### src/rtl/packet_collect_pkg.sv
// Shared definitions for the packet_collect block: drain FSM encoding and
// the address-width helper used to size the buffer and counters.
package packet_collect_pkg;

  typedef enum logic [1:0] {
    COLLECT   = 2'b00,
    DRAIN_REQ = 2'b01,
    DRAIN     = 2'b10
  } state_t;

  // ceil(log2(value)); returns 0 for value <= 1
  function automatic int clogb2(input int value);
    int result;
    result = 0;
    for (int i = 0; i < 31; i++) begin
      if ((1 << i) < value) result = i + 1;
    end
    return result;
  endfunction

endpackage

### src/rtl/packet_collect_buffer.sv
// Simple dual-port packet store: one write port, one registered read port.
// Storage is deliberately left unreset; readers qualify data with their own valid.
module packet_buffer
  import packet_collect_pkg::*;
#(
  parameter int DEPTH  = 32,
  parameter int WIDTH  = 32,
  parameter int ADDR_W = 5
) (
  input  logic              i_clk,
  input  logic              i_wr_en,
  input  logic [ADDR_W-1:0] i_wr_addr,
  input  logic [WIDTH-1:0]  i_wr_data,
  input  logic              i_rd_en,
  input  logic [ADDR_W-1:0] i_rd_addr,
  output logic [WIDTH-1:0]  o_rd_data
);

  logic [WIDTH-1:0] r_mem [DEPTH];
  logic [WIDTH-1:0] r_rd_data;

  always_ff @(posedge i_clk) begin
    if (i_wr_en) r_mem[i_wr_addr] <= i_wr_data;
  end

  // Read data holds while i_rd_en is low, so it doubles as a pipeline stage.
  always_ff @(posedge i_clk) begin
    if (i_rd_en) r_rd_data <= r_mem[i_rd_addr];
  end

  assign o_rd_data = r_rd_data;

endmodule

### src/rtl/packet_collect.sv
// Collects RANC output packets per timestep frame and, on tick, drains the
// frame as an AXI-stream burst with tlast on the final word.
//
//   state     | meaning
//   ----------+-----------------------------------------------------
//   COLLECT   | accept packets into the buffer until tick
//   DRAIN_REQ | first buffer read issued, nothing on the stream yet
//   DRAIN     | stream words out until the tlast handshake
module packet_collect
  import packet_collect_pkg::*;
#(
  parameter  int NUMBER_OF_OUTPUT_WORDS = 32,
  parameter  int PACKET_WIDTH           = 32,
  localparam int addr_bits              = clogb2(NUMBER_OF_OUTPUT_WORDS)
) (
  input  logic                    clk,
  input  logic                    rst_n,
  input  logic                    tick,
  input  logic                    packet_in_valid,
  input  logic [PACKET_WIDTH-1:0] packet_in,
  output logic                    packet_in_ready,
  output logic                    m_axis_tvalid,
  output logic [PACKET_WIDTH-1:0] m_axis_tdata,
  output logic                    m_axis_tlast,
  input  logic                    m_axis_tready,
  output logic [addr_bits:0]      num_packets,
  output logic                    drain_overrun
);

  localparam int COUNT_W = addr_bits + 1;
  localparam int ADDR_W  = (addr_bits < 1) ? 1 : addr_bits;
  localparam logic [COUNT_W-1:0] DEPTH_C = COUNT_W'(NUMBER_OF_OUTPUT_WORDS);
  localparam logic [COUNT_W-1:0] ONE_C   = COUNT_W'(1);

  state_t r_state;
  state_t w_next_state;

  logic [COUNT_W-1:0]      r_wr_count;
  logic [COUNT_W-1:0]      r_rd_addr;
  logic [COUNT_W-1:0]      r_num_packets;
  logic [COUNT_W-1:0]      w_count_next;
  logic                    r_rst_done;
  logic                    r_rd_valid;
  logic                    r_rd_last;
  logic                    r_tvalid;
  logic                    r_tlast;
  logic [PACKET_WIDTH-1:0] r_tdata;
  logic                    r_overrun;
  logic [PACKET_WIDTH-1:0] w_rd_data;

  logic w_collect;
  logic w_draining;
  logic w_in_ready;
  logic w_wr_en;
  logic w_out_free;
  logic w_load_out;
  logic w_rd_en;
  logic w_last_hs;

  assign w_collect    = (r_state == COLLECT);
  assign w_draining   = (r_state == DRAIN_REQ) || (r_state == DRAIN);
  assign w_in_ready   = r_rst_done && w_collect && (r_wr_count < DEPTH_C);
  assign w_wr_en      = packet_in_valid && w_in_ready;
  // A transfer on the tick cycle still belongs to the closing frame.
  assign w_count_next = w_wr_en ? (r_wr_count + ONE_C) : r_wr_count;

  // Two-stage drain: buffer read register feeds the output holding register.
  assign w_out_free = !r_tvalid || m_axis_tready;
  assign w_load_out = r_rd_valid && w_out_free;
  assign w_rd_en    = w_draining && (r_rd_addr < r_num_packets) &&
                      (!r_rd_valid || w_load_out);
  assign w_last_hs  = r_tvalid && r_tlast && m_axis_tready;

  packet_buffer #(
    .DEPTH  (NUMBER_OF_OUTPUT_WORDS),
    .WIDTH  (PACKET_WIDTH),
    .ADDR_W (ADDR_W)
  ) u_buffer (
    .i_clk     (clk),
    .i_wr_en   (w_wr_en),
    .i_wr_addr (r_wr_count[ADDR_W-1:0]),
    .i_wr_data (packet_in),
    .i_rd_en   (w_rd_en),
    .i_rd_addr (r_rd_addr[ADDR_W-1:0]),
    .o_rd_data (w_rd_data)
  );

  always_ff @(posedge clk or negedge rst_n) begin
    if (!rst_n) r_state <= COLLECT;
    else        r_state <= w_next_state;
  end

  always_comb begin
    w_next_state = r_state;
    case (r_state)
      COLLECT:   if (tick && (w_count_next != '0)) w_next_state = DRAIN_REQ;
      DRAIN_REQ: w_next_state = DRAIN;
      DRAIN:     if (w_last_hs) w_next_state = COLLECT;
      default:   w_next_state = COLLECT;
    endcase
  end

  always_ff @(posedge clk or negedge rst_n) begin
    if (!rst_n) begin
      r_rst_done    <= 1'b0;
      r_wr_count    <= '0;
      r_num_packets <= '0;
      r_overrun     <= 1'b0;
    end else begin
      r_rst_done <= 1'b1;
      if (w_last_hs)    r_wr_count <= '0;
      else if (w_wr_en) r_wr_count <= w_count_next;
      if (w_collect && tick)  r_num_packets <= w_count_next;
      if (w_draining && tick) r_overrun <= 1'b1;
    end
  end

  always_ff @(posedge clk or negedge rst_n) begin
    if (!rst_n) begin
      r_rd_addr  <= '0;
      r_rd_valid <= 1'b0;
      r_rd_last  <= 1'b0;
    end else begin
      if (w_collect)    r_rd_addr <= '0;
      else if (w_rd_en) r_rd_addr <= r_rd_addr + ONE_C;
      if (w_rd_en) begin
        r_rd_valid <= 1'b1;
        r_rd_last  <= (r_rd_addr == (r_num_packets - ONE_C));
      end else if (w_load_out) begin
        r_rd_valid <= 1'b0;
      end
    end
  end

  // Output holding register: only reloads when empty or being accepted.
  always_ff @(posedge clk or negedge rst_n) begin
    if (!rst_n) begin
      r_tvalid <= 1'b0;
      r_tlast  <= 1'b0;
      r_tdata  <= '0;
    end else if (w_load_out) begin
      r_tvalid <= 1'b1;
      r_tlast  <= r_rd_last;
      r_tdata  <= w_rd_data;
    end else if (m_axis_tready) begin
      r_tvalid <= 1'b0;
      r_tlast  <= 1'b0;
    end
  end

  assign packet_in_ready = w_in_ready;
  assign m_axis_tvalid   = r_tvalid;
  assign m_axis_tdata    = r_tdata;
  assign m_axis_tlast    = r_tlast;
  assign num_packets     = r_num_packets;
  assign drain_overrun   = r_overrun;

endmodule

### config.mk
export PLATFORM = sky130hd
export DESIGN_NAME = packet_collect
export DESIGN_NICKNAME = d
export VERILOG_FILES = /design/src/rtl/packet_collect_pkg.sv /design/src/rtl/packet_collect_buffer.sv /design/src/rtl/packet_collect.sv
export SDC_FILE = /design/constraint.sdc
export NUM_CORES = 1
export LEC_CHECK = 0
export ABC_AREA = 1
export CAP_MARGIN = 20
export CORE_AREA = 2 2 208 364
export DETAILED_ROUTE_END_ITERATION = 12
export DIE_AREA = 0 0 210 366
export PLACE_DENSITY = 0.73
export SKIP_LAST_GASP = 1
export SLEW_MARGIN = 30
export SYNTH_ARGS = -nofsm -noshare
export SYNTH_HDL_FRONTEND = slang
export SYNTH_SLANG_ARGS = --single-unit
### constraint.sdc
create_clock -name clk -period 4.1 [get_ports clk]
set_input_delay 0.82 -clock clk [delete_from_list [all_inputs] [get_ports clk]]
set_output_delay 0.82 -clock clk [all_outputs]
set_load 0.005 [all_outputs]
==> impl_results.md, run 1 <==
- Clock Latency Late Sink: around 0.67 ns
- PostCTS Resize Cnt: 0
- Initial cell density of the core: approximately three fifths
- Syn Inst Count: about 3300
- CP Data Required Time: 3.28 ns
- Ys async rst share: ~5.2%
- Vias in the first global route: around 29000
- Number of CTS-inserted buffers: roughly 90
- Primary FF master, synth: edfxtp_1
- Hold Crit Class: in -> async
- Largest net degree at the start of global routing: approximately 200
- Outcome: completed
- Hold-fix buffers, CTS: 0
- Row cnt: approximately 130
- Synth unique cells: 33
- Post-Syn Nets: about 3400
- Filler cells: 4991
- Endpoint class of the critical path: primary output
- Post-layout min period: approximately 3.1 ns
- Gr ovfl total: 0
- DIE AREA: between 0.07 and 0.08 mm2
- Worst slew pin tran: between 0.9 and 1 ns
- # DRC: 0
- Final Cycle Share: 76.40%
- Clock Tree Buf Depth: 3
- Post-CTS setup buffer count: 0
- Max Clk Rate: around 0.32 GHz
- Avg Cell Area, Syn: about 13 um2
- Vias/cell: approximately 6.4
- Ports: roughly 80
- Clock slew at reported path FFs: about 0.07 ns
- Commonest non-fill, non-tap cell in the layout: edfxtp_1
- Post-DP HPWL: 66710 um
- Setup Viol. Count Final: 0
- Leak: 16.24 nW
- Synth warn: 0
- All-Layer GR Usage: between 20% and 30%
- PortBufs: 78
- CP Class: reg -> out
- Global-route wire length before repair: 169800 um
- CTS Root Cell: clkbuf_16
- Commonest cells after routing, fill and taps aside: 1056 x edfxtp_1, 643 x nor2_1, 507 x o21ai_0
- CTS Sinks: 1114
- Die H: around 370 um
- Vias: 28240
- VDD IR max: 0.4253 mV
- Pwr Density: between 500 and 600 mW/mm2
- FF+latch count, synth: around 1100
- Layout Skew: between 0.02 and 0.025 ns
- Sequential element share of the synthesized area: between 70% and 80%
- Routability Congestion: 0.8900
- Util after Layout: between 60% and 70%
- Antenna Violating Nets Remaining: 0
- Slew Limit Fails: 0
- N_diodes: 0
- RSZ-0062 raised after global routing: false
- 1st-iter DRT viols: roughly 3400
- Die width: roughly 210 um
- Initial antenna violation count: 0
- Nets: ~3400
- P&R area growth vs syn: 12.00%
- Crit Path Max Fanout: 6
- Critical Path Start Type: flip-flop
- Worst EP arrival: around 2.3 ns
- Total Routed Length: around 110000 um
- WL per Instance: approximately 26 um
- Post-synth EDFFs: 1056
- CTS tree: done
- Max Cap Viol: 0
- Slew headroom: 35.87%
- Setup TNS: 0 ns
- Total core area: 0.07383 mm2
- Final Hold Viols: 0
- DR pass1 iterations: 5
- Mapped Area: 0.04396 mm2
- Fraction of layout cells with a size suffix above 1: just over 10%
- H-tree levels: 3
-- kinds of logic (layout without fill, tap and decap cells) --
kind of cell,Yosys count,in the layout,synth area share (%)
flip-flops,1114,1114,75.43
AND/OR/NAND/NOR,1022,1022,9.301
AO/OA/AOI/OAI,837,837,10.66
buffers and inverters,282,425,3.162
multiplexers,32,32,0.8197
adder cells (fa/ha/maj),16,16,0.4554
XOR/XNOR,8,8,0.1594
other,1,1,0.008530
-- through the flow --
stage          std cells  setup slack [ns]  power [W]  instance area (um2)  hold slack (ns)
3_3_place_gp        4227            0.7989    0.01994                46230           0.4470
4_1_cts             4393            0.9219    0.02910                49250           0.2801
2_1_floorplan       3312            0.4751    0.01764                43960           0.4510
6_report            4393            0.9674    0.02905                49240           0.1504
3_5_place_dp        4227            0.7757    0.02014                46160           0.4600
5_1_grt             4393            0.8260    0.03018                49240           0.1827
-- sequential cells by signal, summed over array words and instances (netlist names), 2 cells and up --
| name | flops |
|---|---|
| r_rd_addr | 6 |
| u_buffer.r_mem | 1024 |
| m_axis_tdata | 32 |
| u_buffer.o_rd_data | 32 |
| r_state | 2 |
| r_wr_count | 6 |
| num_packets | 6 |
-- critical path: stages (launching register included) --
cell             delay, ns
dfrtp_1               0.40
inv_1                 0.11
ha_1                  0.31
nand2_1               0.15
nor2_1                0.15
clkdlybuf4s50_1       0.52
-- synth_stat cells (all sizes together), types with 16 or more instances --
cell type	instances	area (um2)
edfxtp	1056	31710
o21ai	559	2798
o211ai	124	930.9
dfrtp	58	1451
clkbuf	112	420.4
buf	106	727.0
nand2	196	735.7
ha	16	200.2
nand4	34	212.7
nor2	678	2547
nand3	110	550.5
inv	64	242.7
mux2	32	360.4
o22ai	133	832.1
-- path summary, 6_finish.rpt --
| kind | from | slack [ns] | endpoint | cells past startpoint |
|---|---|---|---|---|
| max | r_state[0]$_DFFE_PN0P_ | 0.97 | packet_in_ready | 5 |
| min | rst_n | 0.15 | m_axis_tdata[31]$_DFFE_PN0P_ | 1 |
| max in group asynchronous | rst_n | 3.46 | r_rd_addr[0]$_DFFE_PN0P_ | 1 |
| max reg2reg | r_state[0]$_DFFE_PN0P_ | 1.08 | u_buffer.r_mem[9][8]$_DFFE_PP_ | 8 |
| min reg2reg | u_buffer.o_rd_data[28]$_DFFE_PP_ | 0.47 | m_axis_tdata[28]$_DFFE_PN0P_ | 1 |
| min in group clk | u_buffer.o_rd_data[28]$_DFFE_PP_ | 0.47 | m_axis_tdata[28]$_DFFE_PN0P_ | 1 |
-- power breakdown --
group          internal (W)  total (W)  leakage [nW]  switching (W)
Clock               0.00506    0.00904          1.49        0.00399
Sequential           0.0131     0.0135          10.2       0.000366
Combinational       0.00215    0.00652          4.53        0.00437
-- layout make-up --
| cell class | count | area (um2) | share of cell area (%) |
|---|---|---|---|
| Tap cell | 938 | 1174 | 2.384 |
| Clock inverter | 59 | 678.2 | 1.377 |
| Timing Repair Buffer | 195 | 1871 | 3.799 |
| Multi-Input combinational cell | 1916 | 9674 | 19.65 |
| Clock buffer | 107 | 2411 | 4.897 |
| Sequential cell | 1114 | 33170 | 67.38 |
| Inverter | 64 | 255.2 | 0.5184 |
-- per-layer routing --
| metal | vias up | GRT usage, % | part of all wire, % |
|---|---|---|---|
| li1 | 12310 | - | - |
| met1 | 14040 | 35.15 | 34 |
| met2 | 1548 | 51.07 | 51 |
| met3 | 344 | 5.263 | 8.3 |
| met4 | 0 | 17.68 | 6.0 |
| met5 | - | 0 | 0 |
No activity file was read; power rests on OpenSTA's default activity.
==> run 2, diff against run 1 <==
CORE_AREA = 2 2 215 376   (was 2 2 208 364)
DIE_AREA = 0 0 217 378   (was 0 0 210 366)
PLACE_DENSITY = 0.72   (was 0.73)
clock period = 2.55 ns   (was 4.1 ns; I/O delays follow)
==> run 2 against run 1 <==
  * Critical path depth up 5
  * Die area is 6.7% higher
  * Final cell count increased by 6.0%
  * Utilization down 2.0 points
  * Critical path type is now reg -> reg
  * Highest routed layer unchanged
==> impl_results.md, run 2 (synthesis gave the netlist of run 1 again) <==
- Layout Skew: 0.02173 ns (was 0.02051 ns)
- VDD IR max: 0.6878 mV (was 0.4253 mV)
- Crit Path Max Fanout: 25 (was 6)
- Critical Path Start Type: flip-flop (unchanged)
- Vias in the first global route: 28820 (was 28700)
- Die H: 378 um (was 366 um)
- CP Class: reg -> reg (was reg -> out)
- Vias: 28820 (was 28240)
- Multi-input logic area: 0.009697 mm2 (was 0.009674 mm2)
- Clock slew at reported path FFs: 0.07 ns (about the same)
- Sw frac: 30.94% (was 30.04%)
- R2R Setup Slk: 0.03 ns (was 1.08 ns)
- RR Endpoint: u_buffer.o_rd_data[11]$_DFFE_PP_ (was u_buffer.r_mem[9][8]$_DFFE_PP_)
- Outcome: completed (unchanged)
- Vias/cell: 6.188 (was 6.429)
- Hold slack: 0.3205 ns (was 0.1504 ns)
- Setup Viol. Count Final: 0 (unchanged)
- P&R area growth vs syn: 16.56% (was 12.00%)
- Post-DP HPWL: 80350 um (was 66710 um)
- Max Cap Viol: 0 (unchanged)
- Number of flip-flops in the largest register: 1024 (unchanged)
- Filler cells: 5631 (was 4991)
- CTS Root Cell: clkbuf_16 (unchanged)
- DR pass1 iterations: 5 (unchanged)
- Sequential share of power: 44.3% (was 46.4%)
- Ports: 79 (unchanged)
- Gr ovfl total: 0 (unchanged)
- Pwr Density: 959.2 mW/mm2 (was 590.0 mW/mm2)
- Max Clk Rate: 0.3969 GHz
- Initial cell density of the core: 55.51% (was 59.55%)
- CP top delay family: buffers and inverters (unchanged)
- PortBufs: 78 (unchanged)
- Worst slew pin tran: 0.9307 ns (was 0.9620 ns)
- Row cnt: 137 (was 132)
- Util after Layout: 64.71% (was 66.69%)
- Worst flop-to-flop path startpoint: r_rd_addr[0]$_DFFE_PN0P_ (was r_state[0]$_DFFE_PN0P_)
- Fraction of layout cells with a size suffix above 1: 13.75% (was 10.33%)
- Final Cycle Share: between 90 and 100%
- CP dominant cell by count: buf_4
- H-tree levels: 3 (unchanged)
- DIE AREA: 0.08203 mm2 (was 0.07686 mm2)
- CTS Sinks: 1114 (unchanged)
- Global-route wire length before repair: 181000 um (was 169800 um)
- Number of CTS-inserted buffers: 92 (was 91)
- Die width: 217 um (was 210 um)
- Worst EP arrival: 2.98 ns (was 2.31 ns)
- Hold Crit Class: in -> async (unchanged)
- CP Data Required Time: 3.01 ns (was 3.28 ns)
- Total core area: 0.07919 mm2 (was 0.07383 mm2)
- All-Layer GR Usage: 30.42% (was 29.77%)
- Clock Latency Late Sink: 0.69 ns (was 0.67 ns)
- Combinational power share: 25.4% (was 22.4%)
- R2R cell count: 10 (was 8)
- Total Routed Length: 124600 um (was 113800 um)
- Clock power frac: 30.2% (was 31.1%)
- Antenna Violating Nets Remaining: 0 (unchanged)
- Reg with most FFs: u_buffer.r_mem (unchanged)
- Nets: 3592 (was 3435)
- Worst Setup SP: r_rd_addr[0]$_DFFE_PN0P_ (was r_state[0]$_DFFE_PN0P_)
- Commonest non-fill, non-tap cell in the layout: edfxtp_1 (unchanged)
- Final Hold Viols: 0 (unchanged)
- CP cell instances: buf_12 -> buf_4 -> buf_4 -> o21ai_0 -> o22ai_1 -> nand2_1 -> nand4_1 -> o21ai_1 -> buf_4 -> inv_1 (was inv_1 -> ha_1 -> nand2_1 -> nor2_1 -> clkdlybuf4s50_1)
- 1st-iter DRT viols: 3024 (was 3414)
- Slowest-stage cell, CP: dfrtp_4 (was clkdlybuf4s50_1)
- Clock Tree Buf Depth: 3 (unchanged)
- CTS tree: done (unchanged)
- Post-layout min period: between 2 and 3 ns
- Slowest cell delay on critical path: 0.55 ns (was 0.52 ns)
- Slew headroom: 37.88% (was 35.87%)
- P_sw: 0.01521 W (was 0.008725 W)
- RSZ-0062 raised after global routing: true (was false)
- Crit path buf inv count: 5 (was 2)
- P_int: 0.03394 W (was 0.02032 W)
- Slew Limit Fails: 0 (unchanged)
- Initial antenna violation count: 1 (was 0)
- # DRC: 0 (unchanged)
- Non-Filler Instances: 4658 (was 4393)
- WL per Instance: 26.75 um (was 25.91 um)
- Post-placement cell count: 4484 (was 4227)
- Commonest cells after routing, fill and taps aside: 1056 x edfxtp_1, 642 x nor2_1, 504 x o21ai_0 (was 1056 x edfxtp_1, 643 x nor2_1, 507 x o21ai_0)
- FF/Latch Area: 0.03317 mm2 (unchanged)
- Leak: 17.18 nW (was 16.24 nW)
- Endpoint class of the critical path: flip-flop (was primary output)
- Routability Congestion: 0.9673 (was 0.8900)
- Largest net degree at the start of global routing: 65 (was 195)
- Setup TNS: 0 ns (unchanged)
## run 2: area by class of cell
| type | instances | area share (%) |
|---|---|---|
| sequential | 1114 | 64.74 |
| multi-input combinational | 1916 | 18.92 |
| timing repair buffer | 351 | 7.171 |
| clock buffer | 122 | 4.893 |
| tap | 1042 | 2.544 |
| clock inverter | 48 | 1.231 |
| inverter | 64 | 0.4981 |
| antenna | 1 | 0.004883 |
## run 2: stage by stage
stage	worst slack [ns]	instance area (um2)	power (W)
after floorplan	-0.1934	44050	0.02840
after global placement	-0.02956	48020	0.03402
after detailed placement	0.002927	48020	0.03430
after CTS	0.009517	51190	0.04905
after global routing	-0.004425	51240	0.05076
final	0.03039	51250	0.04915
## run 2: how the worst max path moves through the flow
stage / to / depth (start not counted)
after detailed placement: u_buffer.o_rd_data[26]$_DFFE_PP_ / 10
after global routing: u_buffer.o_rd_data[14]$_DFFE_PP_ / 12
after CTS: u_buffer.o_rd_data[0]$_DFFE_PP_ / 10
after floorplan: u_buffer.r_mem[0][0]$_DFFE_PP_ / 6
final: u_buffer.o_rd_data[11]$_DFFE_PP_ / 10
after global placement: u_buffer.o_rd_data[29]$_DFFE_PP_ / 9
## run 2: layer usage
layer,share of wire (%),GRT usage [%]
met5,0,0
met4,9.8,26.42
met3,7.1,4.104
met2,50,51.30
met1,33,33.95
## run 2: timing repair
action / CTS / global route
setup endpoints to repair: 2 / 40
hold buffers: 1 / 0
endpoints found under the hold margin: 30 / 0
pin swaps: 0 / 2
cloned: 0 / 1
resized for setup: 7 / 8
buffers inserted: 0 / 1
## run 2: worst register-to-register path: stages (launching register included)
cell and delay [ns]:
dfrtp_4 0.55, buf_12 0.19, buf_4 0.19, buf_4 0.21, o21ai_0 0.20, o22ai_1 0.15, nand2_1 0.11, nand4_1 0.34
o21ai_1 0.21, buf_4 0.13, inv_1 0.03
## run 2: power by group through the flow
stage | combinational [W] | clock, W | sequential (W)
3_3_place_gp | 0.0119 | 0 | 0.0221
2_1_floorplan | 0.00662 | 0 | 0.0218
6_report | 0.0125 | 0.0149 | 0.0218
3_5_place_dp | 0.0122 | 0 | 0.0221
5_1_grt | 0.0134 | 0.0156 | 0.0218
4_1_cts | 0.0123 | 0.0150 | 0.0218
